## src/rtl/glb_read_arbiter_if.sv

```systemverilog
// ---------------------------------------------------------------------------
// glb_read_arbiter_if
// Bundle between the router clients / GLB read port and glb_read_arbiter.
//   req          per-client read request, bit i = client i
//   addr         per-client read address, client i at [i*A +: A]
//   gnt          one-hot grant back to the clients
//   rvalid       one-hot "rdata belongs to client i this cycle"
//   rdata        read data broadcast to every client
//   glb_read_req GLB read enable
//   glb_r_addr   GLB read address
//   glb_r_data   GLB read data, one cycle after glb_read_req
// Modports:
//   slave  - the arbiter
//   master - the environment (router bank plus the GLB read port)
// ---------------------------------------------------------------------------
interface glb_read_arbiter_if #(
  parameter int DATA_BITWIDTH     = 16,
  parameter int ADDR_BITWIDTH_GLB = 10,
  parameter int NUM_REQ           = 3
);
  logic [NUM_REQ-1:0]                   req;
  logic [NUM_REQ*ADDR_BITWIDTH_GLB-1:0] addr;
  logic [NUM_REQ-1:0]                   gnt;
  logic [NUM_REQ-1:0]                   rvalid;
  logic [DATA_BITWIDTH-1:0]             rdata;
  logic                                 glb_read_req;
  logic [ADDR_BITWIDTH_GLB-1:0]         glb_r_addr;
  logic [DATA_BITWIDTH-1:0]             glb_r_data;

  modport slave (
    input  req, addr, glb_r_data,
    output gnt, rvalid, rdata, glb_read_req, glb_r_addr
  );

  modport master (
    output req, addr, glb_r_data,
    input  gnt, rvalid, rdata, glb_read_req, glb_r_addr
  );
endinterface

```

## src/rtl/glb_read_arbiter.sv

```systemverilog
// ---------------------------------------------------------------------------
// glb_read_arbiter
// Shares the single GLB read port between NUM_REQ router clients. Clients are
// granted in round-robin order; a grant lasts while the owner keeps req high.
// The owner's address is muxed onto the GLB and returning data is tagged to
// the issuing client with a registered one-hot rvalid.
//
// Ports:
//   clk    clock
//   reset  synchronous, active-high reset
//   bus    glb_read_arbiter_if.slave (req/addr in, gnt/rvalid/rdata out,
//          glb_read_req/glb_r_addr out, glb_r_data in)
//
// Build option:
//   GLB_ARB_BURST_LIMIT_EN  when defined, a grant also ends after MAX_BURST
//                           reads, sending the owner to the back of the
//                           round-robin order. When undefined, MAX_BURST is
//                           unused and burst_cnt simply wraps at 255.
// ---------------------------------------------------------------------------
module glb_read_arbiter #(
  parameter int DATA_BITWIDTH     = 16,
  parameter int ADDR_BITWIDTH_GLB = 10,
  parameter int NUM_REQ           = 3,
  parameter int MAX_BURST         = 32
) (
  input  logic               clk,
  input  logic               reset,
  glb_read_arbiter_if.slave  bus
);

  localparam int PTR_W = (NUM_REQ > 1) ? $clog2(NUM_REQ) : 1;
  localparam int SUM_W = PTR_W + 1;

  typedef enum logic {
    S_IDLE  = 1'b0,
    S_GRANT = 1'b1
  } state_e;

  state_e                       state_q, state_d;
  logic [PTR_W-1:0]             owner_q, owner_d;
  logic [PTR_W-1:0]             rr_ptr_q, rr_ptr_d;
  logic [7:0]                   burst_cnt_q, burst_cnt_d;
  logic [NUM_REQ-1:0]           gnt_q, gnt_d;
  logic [NUM_REQ-1:0]           rvalid_q, rvalid_d;

  logic [ADDR_BITWIDTH_GLB-1:0] addr_arr [NUM_REQ];
  logic                         rd_en;
  logic [ADDR_BITWIDTH_GLB-1:0] rd_addr;
  logic [PTR_W-1:0]             owner_inc;
  logic [SUM_W-1:0]             rr_sum;
  logic [PTR_W-1:0]             rr_cand;
  logic [PTR_W-1:0]             rr_pick;
  logic                         rr_found;

  // Unpack the flat address bus so the owner can select its slot directly.
  for (genvar gi = 0; gi < NUM_REQ; gi++) begin : g_addr
    assign addr_arr[gi] = bus.addr[gi*ADDR_BITWIDTH_GLB +: ADDR_BITWIDTH_GLB];
  end

  // Round-robin search: first requester at rr_ptr, rr_ptr+1, ... mod NUM_REQ.
  // The sum never reaches 2*NUM_REQ, so one conditional subtract is the modulo.
  always_comb begin
    // NOTE: every variable gets a value before any branch, so no path can
    // leave one unassigned and infer a latch.
    rr_found = 1'b0;
    rr_pick  = '0;
    rr_sum   = '0;
    rr_cand  = '0;
    for (int k = 0; k < NUM_REQ; k++) begin
      rr_sum = {1'b0, rr_ptr_q} + SUM_W'(k);
      if (rr_sum >= SUM_W'(NUM_REQ)) begin
        rr_sum = rr_sum - SUM_W'(NUM_REQ);
      end
      rr_cand = rr_sum[PTR_W-1:0];
      if (!rr_found && bus.req[rr_cand]) begin
        rr_found = 1'b1;
        rr_pick  = rr_cand;
      end
    end
  end

  assign owner_inc = (owner_q == PTR_W'(NUM_REQ - 1)) ? '0 : owner_q + PTR_W'(1);

  always_comb begin
    state_d     = state_q;
    owner_d     = owner_q;
    rr_ptr_d    = rr_ptr_q;
    burst_cnt_d = burst_cnt_q;
    gnt_d       = gnt_q;
    rd_en       = 1'b0;
    rd_addr     = '0;

    unique case (state_q)
      S_IDLE: begin
        if (rr_found) begin
          owner_d     = rr_pick;
          gnt_d       = NUM_REQ'(1) << rr_pick;
          burst_cnt_d = '0;
          state_d     = S_GRANT;
        end
      end

      S_GRANT: begin
        // The owner's req doubles as the GLB read enable for this cycle.
        rd_en   = bus.req[owner_q];
        rd_addr = addr_arr[owner_q];
        if (rd_en) begin
          burst_cnt_d = burst_cnt_q + 8'd1;
        end
`ifdef GLB_ARB_BURST_LIMIT_EN
        // A read issued at count MAX_BURST-1 is the last of the burst; it
        // still completes and returns data next cycle.
        if (!rd_en || (burst_cnt_q == 8'(MAX_BURST - 1))) begin
`else
        if (!rd_en) begin
`endif
          state_d  = S_IDLE;
          gnt_d    = '0;
          rr_ptr_d = owner_inc;
        end
      end

      default: state_d = S_IDLE;
    endcase

    // Data returns one cycle after the read; tag it to the issuing owner
    // even if the grant is released in the same cycle.
    rvalid_d = rd_en ? (NUM_REQ'(1) << owner_q) : '0;
  end

  // NOTE: synchronous reset; clearing rvalid here drops any read in flight.
  always_ff @(posedge clk) begin
    if (reset) begin
      state_q     <= S_IDLE;
      owner_q     <= '0;
      rr_ptr_q    <= '0;
      burst_cnt_q <= '0;
      gnt_q       <= '0;
      rvalid_q    <= '0;
    end else begin
      // NOTE: non-blocking assignments so every flop samples the values
      // computed from the same clock edge.
      state_q     <= state_d;
      owner_q     <= owner_d;
      rr_ptr_q    <= rr_ptr_d;
      burst_cnt_q <= burst_cnt_d;
      gnt_q       <= gnt_d;
      rvalid_q    <= rvalid_d;
    end
  end

  assign bus.gnt          = gnt_q;
  assign bus.rvalid       = rvalid_q;
  assign bus.rdata        = bus.glb_r_data;
  assign bus.glb_read_req = rd_en;
  assign bus.glb_r_addr   = rd_addr;

endmodule

```

## src/flat_wrapper.sv

```systemverilog
// flat-port wrapper written by rule: the top's interface ports become plain ports
module glb_read_arbiter_flat 
#(
  parameter int DATA_BITWIDTH     = 16,
  parameter int ADDR_BITWIDTH_GLB = 10,
  parameter int NUM_REQ           = 3,
  parameter int MAX_BURST         = 32
)
  (clk, reset, bus_req, bus_addr, bus_glb_r_data, bus_gnt, bus_rvalid, bus_rdata, bus_glb_read_req, bus_glb_r_addr);
  glb_read_arbiter_if #(.DATA_BITWIDTH(DATA_BITWIDTH), .ADDR_BITWIDTH_GLB(ADDR_BITWIDTH_GLB), .NUM_REQ(NUM_REQ)) bus_i ();
  input  logic clk;
  input  logic reset;
  input wire logic [$bits(bus_i.req)-1:0] bus_req;
  input wire logic [$bits(bus_i.addr)-1:0] bus_addr;
  input wire logic [$bits(bus_i.glb_r_data)-1:0] bus_glb_r_data;
  output wire logic [$bits(bus_i.gnt)-1:0] bus_gnt;
  output wire logic [$bits(bus_i.rvalid)-1:0] bus_rvalid;
  output wire logic [$bits(bus_i.rdata)-1:0] bus_rdata;
  output wire logic [$bits(bus_i.glb_read_req)-1:0] bus_glb_read_req;
  output wire logic [$bits(bus_i.glb_r_addr)-1:0] bus_glb_r_addr;
  assign bus_i.req = bus_req;
  assign bus_i.addr = bus_addr;
  assign bus_i.glb_r_data = bus_glb_r_data;
  assign bus_gnt = bus_i.gnt;
  assign bus_rvalid = bus_i.rvalid;
  assign bus_rdata = bus_i.rdata;
  assign bus_glb_read_req = bus_i.glb_read_req;
  assign bus_glb_r_addr = bus_i.glb_r_addr;
  glb_read_arbiter #(.DATA_BITWIDTH(DATA_BITWIDTH), .ADDR_BITWIDTH_GLB(ADDR_BITWIDTH_GLB), .NUM_REQ(NUM_REQ), .MAX_BURST(MAX_BURST)) u_core (.clk(clk), .reset(reset), .bus(bus_i));
endmodule
```

## config.mk

```make
export PLATFORM = sky130hd
export DESIGN_NAME = glb_read_arbiter_flat
export DESIGN_NICKNAME = d
export VERILOG_FILES = /design/src/rtl/glb_read_arbiter_if.sv /design/src/rtl/glb_read_arbiter.sv /design/src/flat_wrapper.sv
export SDC_FILE = /design/constraint.sdc
export NUM_CORES = 1
export LEC_CHECK = 0
export CORE_ASPECT_RATIO = 1.75
export CORE_UTILIZATION = 34
export DETAILED_ROUTE_END_ITERATION = 10
export PLACE_DENSITY = 0.89
export SLEW_MARGIN = 10
export SYNTH_ARGS = -nofsm -noshare
export SYNTH_HDL_FRONTEND = slang
export SYNTH_SLANG_ARGS = --single-unit
```

## constraint.sdc

```tcl
create_clock -name clk -period 2.5 [get_ports clk]
set_clock_uncertainty 0.1 [all_clocks]
set_input_delay 0.5 -clock clk [delete_from_list [all_inputs] [get_ports clk]]
set_output_delay 0.5 -clock clk [all_outputs]
set_load 0.005 [all_outputs]
```

==> results of run 1 <==
[routing by layer]
metal | global-route usage | wire length [um] | part of all wire | up-vias
li1 | - | - | - | 569
met1 | 0.159 | 1130 | 0.38 | 520
met2 | 0.323 | 1550 | 0.52 | 57
met3 | 0.0233 | 220 | 0.074 | 14
met4 | 0.0939 | 87 | 0.029 | 0
met5 | 0 | 0 | 0 | -
[worst min-delay path by stage]
stage	endpoint	depth (start not counted)	start	slack, ns
floorplan	u_core.bus.gnt[1]	2	u_core.bus.gnt[1]	0.36
global placement	u_core.bus.gnt[1]	2	u_core.bus.gnt[1]	0.36
detailed placement	u_core.bus.gnt[1]	2	u_core.bus.gnt[1]	0.38
CTS	u_core.bus.gnt[1]	2	u_core.bus.gnt[1]	0.38
global route	u_core.bus.gnt[1]	2	u_core.bus.gnt[1]	0.43
finish	u_core.bus.gnt[1]	2	u_core.bus.gnt[1]	0.38
[synth_stat cells]
library cell / n / area [um2]
a2bb2oi_2: 1 / 15.0
and3b_2: 1 / 10.0
nor4bb_1: 1 / 10.0
nor2b_1: 3 / 18.8
inv_1: 3 / 11.3
a21oi_1: 5 / 25.0
nor2_1: 4 / 15.0
nor4b_1: 1 / 8.76
and2_1: 10 / 62.6
a31oi_4: 1 / 21.3
nand3b_1: 2 / 15.0
nor3b_1: 1 / 7.51
or3b_1: 1 / 8.76
o21ai_0: 16 / 80.1
a31o_1: 1 / 8.76
dlygate4sd1_1: 1 / 8.76
a211o_1: 1 / 8.76
or3_1: 2 / 12.5
buf_2: 2 / 10.0
mux2_1: 1 / 11.3
or2_1: 1 / 6.26
mux2i_1: 15 / 150
o2111a_1: 1 / 11.3
nor4_1: 1 / 6.26
nand4b_1: 1 / 8.76
a21boi_1: 1 / 7.51
ha_1: 4 / 50.1
a22o_1: 1 / 8.76
clkbuf_1: 3 / 11.3
and4b_2: 1 / 11.3
nand2_1: 14 / 52.6
nand2b_1: 2 / 12.5
o211ai_1: 1 / 7.51
or4_1: 1 / 7.51
clkbuf_4: 1 / 7.51
o22ai_1: 2 / 12.5
or4b_1: 1 / 10.0
o21a_1: 1 / 7.51
buf_4: 16 / 120
and2_2: 1 / 7.51
nand3_1: 3 / 15.0
dfxtp_1: 11 / 220
[through the flow]
stage	cell area, um2	util	worst slack (ns)	total power [W]
finish	1660	0.527	0.0973	0.000954
global route	1660	0.527	0.0134	0.00102
CTS	1640	0.521	0.00684	0.000948
floorplan	1120	-	0.461	0.000545
detailed placement	1590	0.505	-0.0821	0.000762
global placement	1590	0.505	-0.0441	0.000753
[repair_timing]
action / CTS / global route
endpoints found under the hold margin: 0 / 0
hold buffers: 0 / 0
setup endpoints to repair: 1 / 10
buffers inserted: 0 / 1
resized for setup: 2 / 6
gates cloned: 0 / 0
pin swaps: 0 / 1
[sequential cells by signal, indices dropped and copies added (netlist names)]
name,count
u_core.bus.gnt,3
u_core.bus.rvalid,3
u_core.owner_q,2
u_core.rr_ptr_q,2
u_core.state_q,1
[critical path: cells and delay by family]
family                 cells  cell delay, ns
buffers and inverters      2            0.96
and+or+nand+nor            1            0.14
AOI/OAI and AO/OA          1            0.13
muxes                      1            0.07
[power groups by stage]
stage | combinational [W] | sequential [W] | clock, W
final | 0.000538 | 0.000236 | 0.000180
after global routing | 0.000590 | 0.000242 | 0.000192
after CTS | 0.000530 | 0.000235 | 0.000183
after detailed placement | 0.000523 | 0.000238 | 0
after global placement | 0.000514 | 0.000239 | 0
after floorplan | 0.000314 | 0.000231 | 0
[logic make-up (layout without fill, tap and decap cells)]
group           after synthesis  in the layout  share of synthesized area
compound gates               32             32                      0.191
fa+ha+maj                     4              4                     0.0446
buf+inv                      26             67                      0.151
flops                        11             11                      0.196
mux                          16             16                      0.144
simple gates                 52             52                      0.273
[area by class of cell]
cell class	instances	area share
Tap cell	43	0.0325
Sequential cell	11	0.133
Multi-Input combinational cell	104	0.446
Inverter	3	0.00680
Clock buffer	4	0.0272
Timing Repair Buffer	60	0.354
[layout by cell type (no fill, tap or decap), drive strengths merged, types with 2 or more instances in the layout]
master,instances
dfxtp,11
nand3,3
ha,4
o22ai,2
a21oi,5
nand3b,2
and2,11
or3,2
clkbuf,4
inv,3
nor2,4
o21ai,16
mux2i,15
nand2b,2
nor2b,3
dlymetal6s2s,2
buf,9
nand2,14
clkdlybuf4s50,49
==> results.py, run 1 <==
metrics = {
    "synthesis": {
        "synth_seq_cells": 11,
        "avgSynthCellArea_um2": 7.95,
        "synth_area_um2": 1120,
        "synth_cell_type_count": 42,
        "ys_seq_area_frac": 0.196,
        "synthCells": 141,
        "ys_warn_count": 0,
        "syn-num-nets": 196,
    },
    "timing": {
        "period_minus_slack_ns": 2.40,
        "slew_headroom": 0.673,
        "rsz0062_at_grt": "no",
        "min_period_over_period": 0.961,
        "drv_slew": 0,
        "setup_viol": 0,
        "worst_slew_pin_slew_ns": 0.490,
        "fin_setup_tns_ns": 0,
        "whs_ns": 0.375,
        "finalHoldViolations": 0,
        "max_freq_mhz": 416,
    },
    "worst_setup_path": {
        "setup.worst_path.start": "bus_addr[1]",
        "end_kind": "output port",
        "crit_fanout": 1,
        "ff2ff_path_depth": 8,
        "crit_type": "primary input to output port",
        "r2r_start": "u_core.rr_ptr_q[1]",
        "reg2reg_to": "u_core.bus.gnt[2]",
        "cp_common_cell": "clkdlybuf4s50_1",
        "critPathCapture": "bus_glb_r_addr[1]",
        "r2r_slack_ns": 0.27,
        "cp_slowest_stage_delay_ns": 0.51,
        "startpoint_type": "primary input",
        "worstPathCellList": "clkdlybuf4s50_1 -> mux2i_1 -> o21ai_0 -> and2_1 -> clkdlybuf4s50_1",
        "crit_required_ns": 1.90,
        "arrival_ns": 1.80,
        "critical-path-slowest-cell": "clkdlybuf4s50_1",
    },
    "power_and_ir_drop": {
        "combPwrFrac": 0.564,
        "total_leakage_power_nw": 0.629,
        "switching_share": 0.344,
        "p_sw_w": 0.000329,
        "pwr_density_cell_nw_per_um2": 576,
        "clkPwrFrac": 0.189,
        "p_int_w": 0.000625,
        "ir_worst_vdd_v": 0.000359,
        "p_seq_frac": 0.247,
    },
    "global_routing": {
        "first_global_vias": 1049,
        "track_usage": 0.171,
        "grt_pass1_wl_mm": 4.60,
        "gr-total-overflow": 0,
        "grt_max_degree": 18,
        "antenna_found_initial": 0,
    },
    "die": {
        "die_area_um2": 3540,
        "die_y_um": 78.0,
        "initial_core_util": 0.357,
        "pin_count": 84,
        "num_rows": 27,
        "coreArea_um2": 3140,
        "fp.dieW_um": 45.4,
    },
    "placement": {
        "port_buffers": 51,
        "dp_hpwl_mm": 2.29,
        "place.gp.congestion": 0.798,
        "dp_cells": 220,
    },
    "finish": {
        "fillers": 304,
        "antenna_cells": 0,
        "layout.area.seq_um2": 220,
        "multi_input_area_um2": 738,
        "fin_nets": 238,
        "layout-drive-gt1-share": 0.104,
        "final_cells": 225,
        "syn_to_final_growth_pct": 47.7,
    },
    "clock_network": {
        "cts_buffers": 3,
        "cts_sinks": 11,
        "clk_latency_ns": 0.24,
        "clkTransAtPathRegs_ns": 0.05,
        "clockBufferDepth": 2,
        "cts_tree": "built",
        "cts_root_buffer": "clkbuf_8",
        "cts.htree.levels": 1,
    },
    "detailed_routing": {
        "viasPerCell": 5.16,
        "finalWirelength_mm": 2.99,
        "drc_errors": 0,
        "dr.pass1.iters": 4,
        "drtAntennaViolNets": 0,
        "wire_per_inst_um": 13.3,
        "dr.first_iter.drc_count": 31,
        "vias": 1160,
    },
    "worst_hold_path": {
        "hold_class": "flip-flop to flip-flop",
    },
    "outcome": {
        "outcome": "completed",
    },
    "job": {
        "maxCapViolCount": 0,
    },
}
Note: power is estimated with default switching activity, not from simulation.
==> run 2: changes to the inputs <==
PLACE_DENSITY = 0.77   (was 0.89)
==> run 2 against run 1 <==
  * Total power shrank 1.0%
  * Clock-buffer cell count is the same
  * Sequential share of layout area grew 0.071 points
  * First-iteration DRC count shrank 42%
  * Via count shrank 0.95%
  * Wire length grew 3.6%
  * Non-clock buffer count is the same
  * Design area shrank 0.53%
==> results.py, run 2 (synthesized netlist as in run 1, its figures left out) <==
metrics = {
    "outcome": {
        "outcome": "completed",
    },
    "die": {
        "num_rows": 27,
        "pin_count": 84,
        "fp.dieW_um": 45.4,
        "die_area_um2": 3540,
        "initial_core_util": 0.357,
        "coreArea_um2": 3140,
        "die_y_um": 78.0,
    },
    "placement": {
        "port_buffers": 51,
        "dp_cells": 221,
        "place.gp.congestion": 0.923,
        "dp_hpwl_mm": 2.51,
    },
    "timing": {
        "period_minus_slack_ns": 2.43,
        "min_period_over_period": 0.970,
        "drv_slew": 0,
        "whs_ns": 0.384,
        "rsz0062_at_grt": "no",
        "setup_viol": 0,
        "fin_setup_tns_ns": 0,
        "max_freq_mhz": 412,
        "slew_headroom": 0.664,
        "worst_slew_pin_slew_ns": 0.504,
        "finalHoldViolations": 0,
    },
    "global_routing": {
        "grt_max_degree": 18,
        "first_global_vias": 1145,
        "grt_busiest_layer": "met2",
        "grt_pass1_wl_mm": 4.84,
        "antenna_found_initial": 0,
        "grt_util_met2": 0.353,
        "use_met3": 0.0279,
        "use_met1": 0.156,
        "track_usage": 0.184,
        "gr-total-overflow": 0,
    },
    "worst_setup_path": {
        "reg2reg_to": "u_core.bus.gnt[0]",
        "startpoint_type": "primary input",
        "r2r_slack_ns": 0.26,
        "crit_required_ns": 1.90,
        "ff2ff_path_depth": 7,
        "arrival_ns": 1.83,
        "crit_fanout": 1,
        "end_kind": "output port",
        "crit_type": "primary input to output port",
        "r2r_start": "u_core.rr_ptr_q[1]",
    },
    "power_and_ir_drop": {
        "p_sw_w": 0.000325,
        "ir_worst_vdd_v": 0.000421,
        "p_int_w": 0.000619,
        "clkPwrFrac": 0.184,
        "switching_share": 0.344,
        "pwr_density_cell_nw_per_um2": 574,
        "finalPower_w": 0.000944,
        "total_leakage_power_nw": 0.620,
        "p_seq_frac": 0.250,
        "combPwrFrac": 0.565,
    },
    "clock_network": {
        "cts_root_buffer": "clkbuf_8",
        "clockBufferDepth": 2,
        "cts.htree.levels": 1,
        "cts_sinks": 11,
        "cts_buffers": 3,
        "cts_setup_buffers": 0,
        "ctsHoldBuffers": 0,
        "cts_tree": "built",
        "clk_latency_ns": 0.24,
        "clkTransAtPathRegs_ns": 0.05,
    },
    "finish": {
        "final_cells": 225,
        "fillers": 311,
        "layout.area.seq_um2": 220,
        "fin_nets": 238,
        "antenna_cells": 0,
        "layout_common_cells": "clkdlybuf4s50_1 (50), mux2i_1 (14), nand2_1 (14), o21ai_0 (14), dfxtp_1 (11)",
        "multi_input_area_um2": 736,
        "layout-drive-gt1-share": 0.0989,
        "syn_to_final_growth_pct": 46.9,
        "layout_commonest_cell": "clkdlybuf4s50_1",
    },
    "job": {
        "maxCapViolCount": 0,
    },
    "worst_hold_path": {
        "min_to": "u_core.bus.gnt[1]",
        "whs_path_depth": 2,
        "hold_class": "flip-flop to flip-flop",
        "min_from": "u_core.bus.gnt[1]",
    },
    "detailed_routing": {
        "dr.pass1.iters": 3,
        "viasPerCell": 5.11,
        "vias": 1149,
        "wire_per_inst_um": 13.8,
        "dr.first_iter.drc_count": 18,
        "finalWirelength_mm": 3.10,
        "drc_errors": 0,
        "drtAntennaViolNets": 0,
    },
}
==> run 2: power by group through the flow <==
| stage | combinational (W) | clock, W | sequential [W] |
|---|---|---|---|
| 6_report | 0.000534 | 0.000174 | 0.000237 |
| 5_1_grt | 0.000581 | 0.000188 | 0.000241 |
| 4_1_cts | 0.000536 | 0.000178 | 0.000237 |
| 3_5_place_dp | 0.000530 | 0 | 0.000240 |
| 3_3_place_gp | 0.000513 | 0 | 0.000239 |
| 2_1_floorplan | 0.000314 | 0 | 0.000231 |
==> run 2: worst max-delay path by stage <==
stage | start | to
after CTS | bus_req[0] | bus_glb_read_req
after floorplan | u_core.rr_ptr_q[1] | u_core.bus.gnt[1]
after global placement | bus_req[2] | u_core.bus.gnt[0]
final | bus_addr[15] | bus_glb_r_addr[5]
after global routing | bus_addr[15] | bus_glb_r_addr[5]
after detailed placement | bus_req[2] | u_core.bus.gnt[0]
==> run 2: metrics by stage <==
stage	setup WS, ns	util	cell area (um2)
final	0.0740	0.524	1650
after detailed placement	-0.160	0.508	1600
after CTS	0.00111	0.523	1640
after global placement	-0.110	0.508	1600
after floorplan	0.461	-	1120
after global routing	0.0184	0.524	1650
==> run 2: what timing repair did <==
item,CTS,global route
pin swaps,0,1
gates resized for setup,2,2
endpoints found under the setup margin,1,2
==> run 2: metal layers <==
layer  share of wire  wire length (um)
met3           0.057               177
met4           0.028                87
met5               0                 0
met1            0.35              1100
met2            0.56              1740
==> run 2: cell type report <==
| class | count | share of cell area |
|---|---|---|
| clock buffers | 4 | 0.0274 |
| flip-flops and latches | 11 | 0.134 |
| inverters | 3 | 0.00684 |
| repair buffers | 60 | 0.353 |
| multi-input cells | 104 | 0.447 |
| well taps | 43 | 0.0327 |
==> run 2: worst max-delay path, cell delays in order <==
cell and delay (ns):
clkdlybuf4s50_1 0.46, mux2i_1 0.07, o21ai_0 0.14, and2_1 0.14, clkdlybuf4s50_1 0.52
==> run 3: changes to the inputs <==
clock period = 2.6 ns   (was 2.5 ns; I/O delays follow)
==> run 3 against run 2 <==
  * Non-clock buffer count is the same
  * Global-route usage grew 0.082 points
  * Critical endpoint is now bus_glb_r_addr[2]
  * Utilization grew 0.12 points
==> results.py, run 3 (synthesized netlist as in run 1, its figures left out) <==
metrics = {
    "power_and_ir_drop": {
        "pwr_density_cell_nw_per_um2": 554,
        "total_leakage_power_nw": 0.620,
        "ir_worst_vdd_v": 0.000465,
        "finalPower_w": 0.000915,
    },
    "timing": {
        "slew_headroom": 0.654,
        "finalHoldViolations": 0,
        "worst_slew_pin_slew_ns": 0.518,
        "whs_ns": 0.374,
        "period_minus_slack_ns": 2.46,
        "drv_slew": 0,
        "min_period_over_period": 0.946,
        "max_freq_mhz": 407,
        "rsz0062_at_grt": "no",
        "setup_slack_ns": 0.141,
        "setup_viol": 0,
    },
    "clock_network": {
        "cts_sinks": 11,
        "cts_tree": "built",
        "ctsHoldBuffers": 0,
        "clkTransAtPathRegs_ns": 0.05,
        "cts_setup_buffers": 0,
        "cts_root_buffer": "clkbuf_8",
        "cts.htree.levels": 1,
        "cts_resized": 1,
        "cts_buffers": 3,
        "clockBufferDepth": 2,
        "clk_latency_ns": 0.24,
    },
    "global_routing": {
        "track_usage": 0.185,
        "antenna_found_initial": 0,
        "first_global_vias": 1157,
        "gr-total-overflow": 0,
        "grt_pass1_wl_mm": 4.93,
        "grt_max_degree": 18,
    },
    "finish": {
        "layout_common_cells": "clkdlybuf4s50_1 (50), o21ai_0 (15), mux2i_1 (14), nand2_1 (14)",
        "antenna_cells": 0,
        "fin_nets": 238,
        "layout-drive-gt1-share": 0.110,
        "layout_commonest_cell": "clkdlybuf4s50_1",
        "syn_to_final_growth_pct": 47.2,
    },
    "worst_setup_path": {
        "arrival_ns": 1.84,
        "r2r_slack_ns": 0.34,
        "cp_common_cell": "clkdlybuf4s50_1",
        "end_kind": "output port",
        "crit_fanout": 1,
        "reg2reg_to": "u_core.owner_q[0]",
        "ff2ff_path_depth": 7,
        "setup.worst_path.start": "bus_addr[12]",
        "startpoint_type": "primary input",
        "crit_required_ns": 1.98,
        "critPathCapture": "bus_glb_r_addr[2]",
        "cp_slowest_stage_delay_ns": 0.50,
        "worstPathCellList": "clkdlybuf4s50_1 -> mux2i_1 -> o21ai_0 -> and2_1 -> clkdlybuf4s50_1",
        "critical-path-slowest-cell": "clkdlybuf4s50_1",
        "crit_type": "primary input to output port",
        "r2r_start": "u_core.rr_ptr_q[1]",
    },
    "detailed_routing": {
        "viasPerCell": 5.17,
        "wl_met2_mm": 1.83,
        "wl_met3_um": 214,
        "drc_errors": 0,
        "wire_per_inst_um": 14.3,
        "wl_met1_mm": 1.09,
        "dr.pass1.iters": 4,
        "vias": 1164,
        "top_layer": "met4",
        "finalWirelength_mm": 3.21,
        "drtAntennaViolNets": 0,
        "dr.first_iter.drc_count": 23,
    },
    "placement": {
        "place_ws_ns": -0.0575,
        "place.gp.congestion": 0.885,
        "dp_hpwl_mm": 2.53,
        "port_buffers": 51,
    },
    "die": {
        "fp.dieW_um": 45.4,
        "pin_count": 84,
        "die_area_um2": 3540,
        "num_rows": 27,
        "die_y_um": 78.0,
        "initial_core_util": 0.357,
        "coreArea_um2": 3140,
    },
    "job": {
        "maxCapViolCount": 0,
    },
    "worst_hold_path": {
        "whs_path_depth": 2,
        "hold_class": "flip-flop to flip-flop",
    },
    "outcome": {
        "outcome": "completed",
    },
}
[run 3: critical path, delay by kind of cell]
kind	cells	cell delay, ns
buffers and inverters	2	0.95
muxes	1	0.07
AOI/OAI and AO/OA	1	0.15
and+or+nand+nor	1	0.14
[run 3: final cells by class]
cell class | instances | area (um2)
clock buffers | 4 | 45.0
fillers | 307 | 1490
inverters | 3 | 11.3
multi-input cells | 104 | 738
flip-flops and latches | 11 | 221
well taps | 43 | 53.8
repair buffers | 60 | 581
[run 3: how the worst min path moves through the flow]
stage,startpoint,to
after floorplan,u_core.bus.gnt[1],u_core.bus.gnt[1]
after global placement,u_core.bus.gnt[1],u_core.bus.gnt[1]
after detailed placement,u_core.bus.gnt[1],u_core.bus.gnt[1]
after CTS,u_core.bus.gnt[1],u_core.bus.gnt[1]
after global routing,u_core.bus.gnt[1],u_core.bus.gnt[1]
final,u_core.bus.gnt[1],u_core.bus.gnt[1]
[run 3: routing by layer]
layer,vias to the layer above,global-route usage
met1,540,0.170
met2,49,0.349
met5,-,0
li1,566,-
met4,0,0.106
met3,9,0.0256
[run 3: stage by stage]
| step | setup TNS [ns] | util | instances | instance area, um2 |
|---|---|---|---|---|
| final | 0 | 0.525 | 225 | 1650 |
| after CTS | 0 | 0.522 | 225 | 1640 |
| after global routing | 0 | 0.525 | 225 | 1650 |
| after global placement | 0 | 0.508 | 221 | 1600 |
| after floorplan | 0 | - | 141 | 1120 |
| after detailed placement | -0.125 | 0.508 | 221 | 1600 |
[run 3: power breakdown]
group	switching (W)	leakage [nW]	internal, W
combinational	0.000218	0.507	0.000290
clock	0.0000633	0.0228	0.000108
sequential	0.0000365	0.0904	0.000199
total	0.000318	0.620	0.000597
